File: src/rtl/bus_slave_mux_tmo_if.sv
// Bus bundle between the slave channels and the shared master return path.
//
// Handshake: an access to slave i is live while s_cs_[i] is low; the slave
// completes it by pulling s_rdy_[i] low with valid data on its s_rd_data
// slice in the same cycle. The return path has no backpressure: m_rdy_ is
// a single-cycle low pulse, and m_rd_data/m_err are meaningful only in
// that cycle. m_err high with m_rdy_ low marks a watchdog timeout.
interface bus_slave_mux_tmo_if #(
  parameter int SLAVE_NUM = 8,
  parameter int DATA_W    = 32
);
  logic [SLAVE_NUM-1:0]        s_cs_;
  logic [SLAVE_NUM*DATA_W-1:0] s_rd_data;
  logic [SLAVE_NUM-1:0]        s_rdy_;
  logic                        err_clr;
  logic [DATA_W-1:0]           m_rd_data;
  logic                        m_rdy_;
  logic                        m_err;
  logic                        multi_cs_err;

  // The mux itself sits on this side.
  modport slave (
    input  s_cs_, s_rd_data, s_rdy_, err_clr,
    output m_rd_data, m_rdy_, m_err, multi_cs_err
  );

  // Environment side: drives the slave channels, observes the return path.
  modport master (
    output s_cs_, s_rd_data, s_rdy_, err_clr,
    input  m_rd_data, m_rdy_, m_err, multi_cs_err
  );
endinterface

File: src/rtl/bus_slave_mux_tmo.sv
// Registered read-return mux: picks the lowest-index slave with chip select
// asserted, holds that choice for the whole access, forwards its data and
// ready through one register stage, and answers with an error response if
// the slave never becomes ready within TIMEOUT wait cycles.
module bus_slave_mux_tmo #(
  parameter int SLAVE_NUM = 8,
  parameter int DATA_W    = 32,
  parameter int TIMEOUT   = 16
) (
  input  logic                    clk,
  input  logic                    reset,
  bus_slave_mux_tmo_if.slave      bus,
  output logic [1:0]              dbg_state
);

  typedef enum logic [1:0] {
    ST_IDLE = 2'd0,
    ST_WAIT = 2'd1,
    ST_RESP = 2'd2
  } state_t;

  localparam int SEL_W = (SLAVE_NUM > 1) ? $clog2(SLAVE_NUM) : 1;
  localparam int CNT_W = ($clog2(TIMEOUT + 1) > 1) ? $clog2(TIMEOUT + 1) : 1;
  localparam bit TMO_EN = (TIMEOUT != 0);
  // Counter value in the last wait cycle before the timeout response.
  localparam logic [CNT_W-1:0] CNT_LAST = TMO_EN ? CNT_W'(TIMEOUT - 1) : '0;

  state_t               state;
  logic [SEL_W-1:0]     sel;
  logic [CNT_W-1:0]     cnt;
  logic [DATA_W-1:0]    rd_data_q;
  logic                 rdy_q;
  logic                 err_q;
  logic                 multi_q;

  logic                 hit;
  logic [SEL_W-1:0]     idx;
  logic [SLAVE_NUM-1:0] cs_low;
  logic                 multi;
  logic                 sel_cs;
  logic                 sel_rdy;
  logic [DATA_W-1:0]    sel_data;

  // Priority encoder: scanning downward lets the lowest active index win.
  always_comb begin
    hit = 1'b0;
    idx = '0;
    for (int i = SLAVE_NUM - 1; i >= 0; i--) begin
      if (!bus.s_cs_[i]) begin
        hit = 1'b1;
        idx = SEL_W'(i);
      end
    end
  end

  // Two or more selects low: clearing the lowest set bit leaves something.
  assign cs_low   = ~bus.s_cs_;
  assign multi    = |(cs_low & (cs_low - SLAVE_NUM'(1)));

  assign sel_cs   = bus.s_cs_[sel];
  assign sel_rdy  = bus.s_rdy_[sel];
  assign sel_data = bus.s_rd_data[sel*DATA_W +: DATA_W];

  // Access FSM with registered return-path outputs.
  always_ff @(posedge clk or posedge reset) begin
    if (reset) begin
      state     <= ST_IDLE;
      sel       <= '0;
      cnt       <= '0;
      rd_data_q <= '0;
      rdy_q     <= 1'b1;
      err_q     <= 1'b0;
    end else begin
      case (state)
        ST_IDLE: begin
          if (hit) begin
            sel   <= idx;
            cnt   <= '0;
            state <= ST_WAIT;
          end
        end
        ST_WAIT: begin
          if (sel_cs) begin
            // Master withdrew the access: no response.
            state <= ST_IDLE;
          end else if (!sel_rdy) begin
            // Ready is checked before the watchdog so it wins a tie.
            rd_data_q <= sel_data;
            rdy_q     <= 1'b0;
            err_q     <= 1'b0;
            state     <= ST_RESP;
          end else if (TMO_EN && (cnt == CNT_LAST)) begin
            rd_data_q <= '0;
            rdy_q     <= 1'b0;
            err_q     <= 1'b1;
            state     <= ST_RESP;
          end else if (cnt != '1) begin
            // Saturate so a disabled watchdog never wraps.
            cnt <= cnt + CNT_W'(1);
          end
        end
        ST_RESP: begin
          rd_data_q <= '0;
          rdy_q     <= 1'b1;
          err_q     <= 1'b0;
          state     <= ST_IDLE;
        end
        default: begin
          state <= ST_IDLE;
        end
      endcase
    end
  end

  // Sticky multi-select flag; a new violation beats a same-cycle clear.
  always_ff @(posedge clk or posedge reset) begin
    if (reset) begin
      multi_q <= 1'b0;
    end else if (multi) begin
      multi_q <= 1'b1;
    end else if (bus.err_clr) begin
      multi_q <= 1'b0;
    end
  end

  assign bus.m_rd_data    = rd_data_q;
  assign bus.m_rdy_       = rdy_q;
  assign bus.m_err        = err_q;
  assign bus.multi_cs_err = multi_q;
  assign dbg_state        = state;

endmodule

File: src/flat_wrapper.sv
// flat-port wrapper written by rule: the top's interface ports become plain ports
module bus_slave_mux_tmo_flat 
#(
  parameter int SLAVE_NUM = 8,
  parameter int DATA_W    = 32,
  parameter int TIMEOUT   = 16
)
  (clk, reset, dbg_state, bus_s_cs_, bus_s_rd_data, bus_s_rdy_, bus_err_clr, bus_m_rd_data, bus_m_rdy_, bus_m_err, bus_multi_cs_err);
  bus_slave_mux_tmo_if #(.SLAVE_NUM(SLAVE_NUM), .DATA_W(DATA_W)) bus_i ();
  input  logic clk;
  input  logic reset;
  output logic [1:0] dbg_state;
  input wire logic [$bits(bus_i.s_cs_)-1:0] bus_s_cs_;
  input wire logic [$bits(bus_i.s_rd_data)-1:0] bus_s_rd_data;
  input wire logic [$bits(bus_i.s_rdy_)-1:0] bus_s_rdy_;
  input wire logic [$bits(bus_i.err_clr)-1:0] bus_err_clr;
  output wire logic [$bits(bus_i.m_rd_data)-1:0] bus_m_rd_data;
  output wire logic [$bits(bus_i.m_rdy_)-1:0] bus_m_rdy_;
  output wire logic [$bits(bus_i.m_err)-1:0] bus_m_err;
  output wire logic [$bits(bus_i.multi_cs_err)-1:0] bus_multi_cs_err;
  assign bus_i.s_cs_ = bus_s_cs_;
  assign bus_i.s_rd_data = bus_s_rd_data;
  assign bus_i.s_rdy_ = bus_s_rdy_;
  assign bus_i.err_clr = bus_err_clr;
  assign bus_m_rd_data = bus_i.m_rd_data;
  assign bus_m_rdy_ = bus_i.m_rdy_;
  assign bus_m_err = bus_i.m_err;
  assign bus_multi_cs_err = bus_i.multi_cs_err;
  bus_slave_mux_tmo #(.SLAVE_NUM(SLAVE_NUM), .DATA_W(DATA_W), .TIMEOUT(TIMEOUT)) u_core (.clk(clk), .reset(reset), .bus(bus_i), .dbg_state(dbg_state));
endmodule
File: config.mk
export PLATFORM = sky130hd
export DESIGN_NAME = bus_slave_mux_tmo_flat
export DESIGN_NICKNAME = d
export VERILOG_FILES = /design/src/rtl/bus_slave_mux_tmo_if.sv /design/src/rtl/bus_slave_mux_tmo.sv /design/src/flat_wrapper.sv
export SDC_FILE = /design/constraint.sdc
export NUM_CORES = 1
export LEC_CHECK = 0
export ABC_CLOCK_PERIOD_IN_PS = 2900
export CORE_AREA = 2 2 121 123
export CTS_BUF_LIST = sky130_fd_sc_hd__clkbuf_8
export CTS_CLUSTER_DIAMETER = 60
export DETAILED_ROUTE_END_ITERATION = 10
export DIE_AREA = 0 0 123 125
export GPL_TIMING_DRIVEN = 0
export PLACE_DENSITY_LB_ADDON = 0.25
export SKIP_LAST_GASP = 1
export SLEW_MARGIN = 20
export SYNTH_ARGS = -nofsm -noshare
export SYNTH_HDL_FRONTEND = slang
export SYNTH_SLANG_ARGS = --single-unit
File: constraint.sdc
create_clock -name clk -period 2.9 [get_ports clk]
set_input_delay 0.435 -clock clk [delete_from_list [all_inputs] [get_ports clk]]
set_output_delay 0.435 -clock clk [all_outputs]
set_load 0.01 [all_outputs]
==> metrics.md, run 1 <==
| Metric | Value |
|---|---|
| Final Critical Period | ~2300 ps |
| Top cells by instance count after synthesis | mux4_2, dfrtp_1, mux2i_1 |
| GRT Total Usage | 0.219 |
| Setup CP Type | in2reg |
| TritonCTS Buffers | 5 |
| Peak VDD IR | 0.000262 V |
| Clock tree buffer depth | 2 |
| Post-Synthesis Cells | 297 |
| Worst-margin pin slew | about 830 ps |
| Async S/R FF share, synth | 1.00 |
| Antenna Cells | 0 |
| Mapped Area | 4070 sq um |
| Syn. warnings | 0 |
| Placed Cells | between 700 and 800 |
| Worst min-delay path class | in2async |
| R2r endpoint | u_core.bus.m_err |
| Die area | roughly 15000 sq um |
| Final setup violation count | 0 |
| Hold Vio Cnt, Final | 0 |
| H-tree levels | 2 |
| Sequential share of the synthesized area | 0.277 |
| CTS Hold Bufs | 0 |
| Largest area contributor in the netlist | mux4_2 |
| Max Cap Viol | 0 |
| CP Launch Point | bus_s_cs_[6] |
| RSZ-0062 raised after global routing | false |
| Post-layout nets | 897 |
| Synthesized Nets | 578 |
| Power per cell area | 709 nW/um^2 |
| Clk_lat worst skew | 300 ps |
| Vias in the first global route | 4668 |
| Type of origin of the critical path | input port |
| Final WL | 16700 um |
| GPL Wtd Cong | 0.855 |
| Layout cells sized above 1 | 0.170 |
| Synth Area per Inst | approximately 14 sq um |
| Die Y | 125 um |
| P_leak | between 2 and 3 nW |
| First-pass GRT wire length | 25600 um |
| FMAX | 438 MHz |
| Routed vias | 4133 |
| Reg-to-Reg Start | u_core.cnt[0] |
| Synth Flop Type | dfrtp_1 |
| Die width | 123 um |
| Initial DRC Count | between 200 and 250 |
| DR DRC count | 0 |
| # rows | 44 |
| Fin Setup TNS | 0 ps |
| R2r setup slk | around 650 ps |
| Setup Skew | 6.59 ps |
| Core region area | 14200 sq um |
| Port buffer count | 311 |
| Pre-Repair DR Iteration Count | 4 |
| Initial antenna violation count | 0 |
| Most frequent cell after synthesis | mux4_2 |
| CTS tree | yes |
| Clock sink count | 45 |
| Largest net degree at the start of global routing | 30 |
| Crit-path max FO | 10 |
| Fin crit share | 0.787 |
| Root buf cell | clkbuf_8 |
| Area grow syn2layout | 85.1% |
| Slew HR | 0.445 |
| Initial Util | 0.287 |
| CP required | 3120 ps |
| R2r worst-path depth | 6 |
| Hpwl dp | 14100 um |
| Final slew viol count | 0 |
| Vias per cell | 5.16 |
| Crit. End Element | flop |
| CP Data Arrival Time | 2500 ps |
| Post-layout util | 0.531 |
| Status | finished, final reports clean |
| Gr ovfl total | 0 |
| I/O Pins | 312 |
| Post-CTS Setup Inserts | 0 |
| CTS clk-pin slew, worst paths | 90 ps |
| # resized after CTS | 0 |
| Main area contributors after synthesis | mux4_2, dfrtp_1, mux2i_1 |
| Flip-flop and latch count after synthesis | 45 |
| Total Power | 5.34 mW |
| Hold Slack | 439 ps |
| Number of synthesized flops with an enable pin | 0 |
| Routed Antenna Nets | 0 |
| Routed WL per cell | 20.9 um |
| Distinct cells, synth | 47 |
| Finished Layout Cells | approximately 800 |
| Synth top area share | 0.365 |
==> worst max-delay path: stages <==
cell and delay (ps):
clkdlybuf4s50_1 510, mux4_2 540, mux2i_4 240, o221ai_2 240
clkbuf_1 310, o2bb2ai_1 220
==> per-stage QoR <==
| stage | instance area [sq um] | setup WS (ps) |
|---|---|---|
| final | 7540 | 618 |
| after floorplan | 4070 | 858 |
| after CTS | 7540 | 630 |
| after detailed placement | 7430 | 301 |
| after global placement | 7410 | 353 |
| after global routing | 7540 | 516 |
==> cells in the final DEF, fill, tap and decap left out, drive strengths merged, types with 2 or more instances in the layout <==
| master | netlist | routed |
|---|---|---|
| buf | 16 | 17 |
| and4 | 4 | 4 |
| dfrtp | 44 | 44 |
| mux4 | 66 | 66 |
| inv | 9 | 9 |
| and3 | 5 | 5 |
| maj3 | 3 | 3 |
| a21boi | 2 | 2 |
| a21oi | 7 | 7 |
| nand2 | 13 | 13 |
| a31oi | 2 | 2 |
| clkbuf | 11 | 18 |
| clkdlybuf4s50 | 0 | 311 |
| mux2 | 4 | 4 |
| nor2 | 4 | 4 |
| o21ai | 8 | 8 |
| nand4 | 2 | 2 |
| o2bb2ai | 32 | 32 |
| nor3 | 3 | 3 |
| ha | 6 | 6 |
| nor2b | 3 | 3 |
| mux2i | 35 | 35 |
==> kinds of logic after synthesis <==
kind of cell / synth area share
buffers and inverters: 0.0455
AO/OA/AOI/OAI: 0.129
multiplexers: 0.467
flip-flops: 0.277
AND/OR/NAND/NOR: 0.0559
adder cells (fa/ha/maj): 0.0258
==> layer usage <==
layer	GRT usage	up-vias	wire length [um]
met5	0	-	0
met4	0.0495	0	299
met3	0.0561	17	1490
met2	0.403	207	8930
met1	0.250	2028	6020
li1	-	1881	-
==> sequential cells by signal (all words and copies together), names as in the netlist <==
| signal | cells |
|---|---|
| u_core.cnt | 5 |
| u_core.dbg_state | 2 |
| u_core.bus.m_err | 1 |
| u_core.bus.multi_cs_err | 1 |
| u_core.bus.m_rd_data | 32 |
| u_core.sel | 3 |
| u_core.bus.m_rdy_ | 1 |
==> worst max path at each step <==
| stage | cells past startpoint | endpoint | slack [ps] |
|---|---|---|---|
| final | 6 | u_core.bus.m_rd_data[14] | 620 |
| after floorplan | 6 | u_core.bus.m_err | 860 |
| after global routing | 6 | u_core.bus.m_rd_data[17] | 520 |
| after detailed placement | 6 | u_core.bus.m_rd_data[18] | 300 |
| after global placement | 2 | u_core.bus.m_rd_data[8] | 350 |
| after CTS | 6 | u_core.bus.m_rd_data[14] | 630 |
==> where the power goes <==
part / internal (mW) / switching (mW) / leakage (nW) / total (mW)
Sequential: 0.851 / 0.123 / 0.582 / 0.974
Clock: 0.216 / 0.232 / 0.0542 / 0.449
Combinational: 2.12 / 1.80 / 2.18 / 3.92
==> cell type report <==
| type | instances | area, sq um |
|---|---|---|
| Fill cell | 1269 | 6670 |
| Timing Repair Buffer | 312 | 3130 |
| Multi-Input combinational cell | 216 | 2760 |
| Sequential cell | 45 | 1130 |
| Tap cell | 184 | 230 |
| Buffer | 27 | 151 |
| Clock buffer | 7 | 96.3 |
| Inverter | 9 | 33.8 |
| Clock inverter | 1 | 5.00 |
Power figures use the tool's default switching activity.
==> run 2: changes to the inputs <==
Settings changed: ABC_CLOCK_PERIOD_IN_PS 2900 to 2400.
Clock period 2.9 ns to 2.4 ns, I/O delays scaled along.
==> results of run 2 <==
Same layout as run 1 (identical final DEF). Status: finished, final reports clean.
Main changes from that run: setup slack after placement 301 ps -> -124 ps; setup slack after layout 618 ps -> 152 ps; hold slack 439 ps -> 364 ps; start point of the critical path bus_s_cs_[6] -> u_core.cnt[0]; end point of the critical path u_core.bus.m_rd_data[14] -> u_core.bus.m_err; register-to-register setup slack 650 ps -> 150 ps; total power 5.34 mW -> 6.45 mW; worst IR drop on VDD 0.000262 V -> 0.000317 V
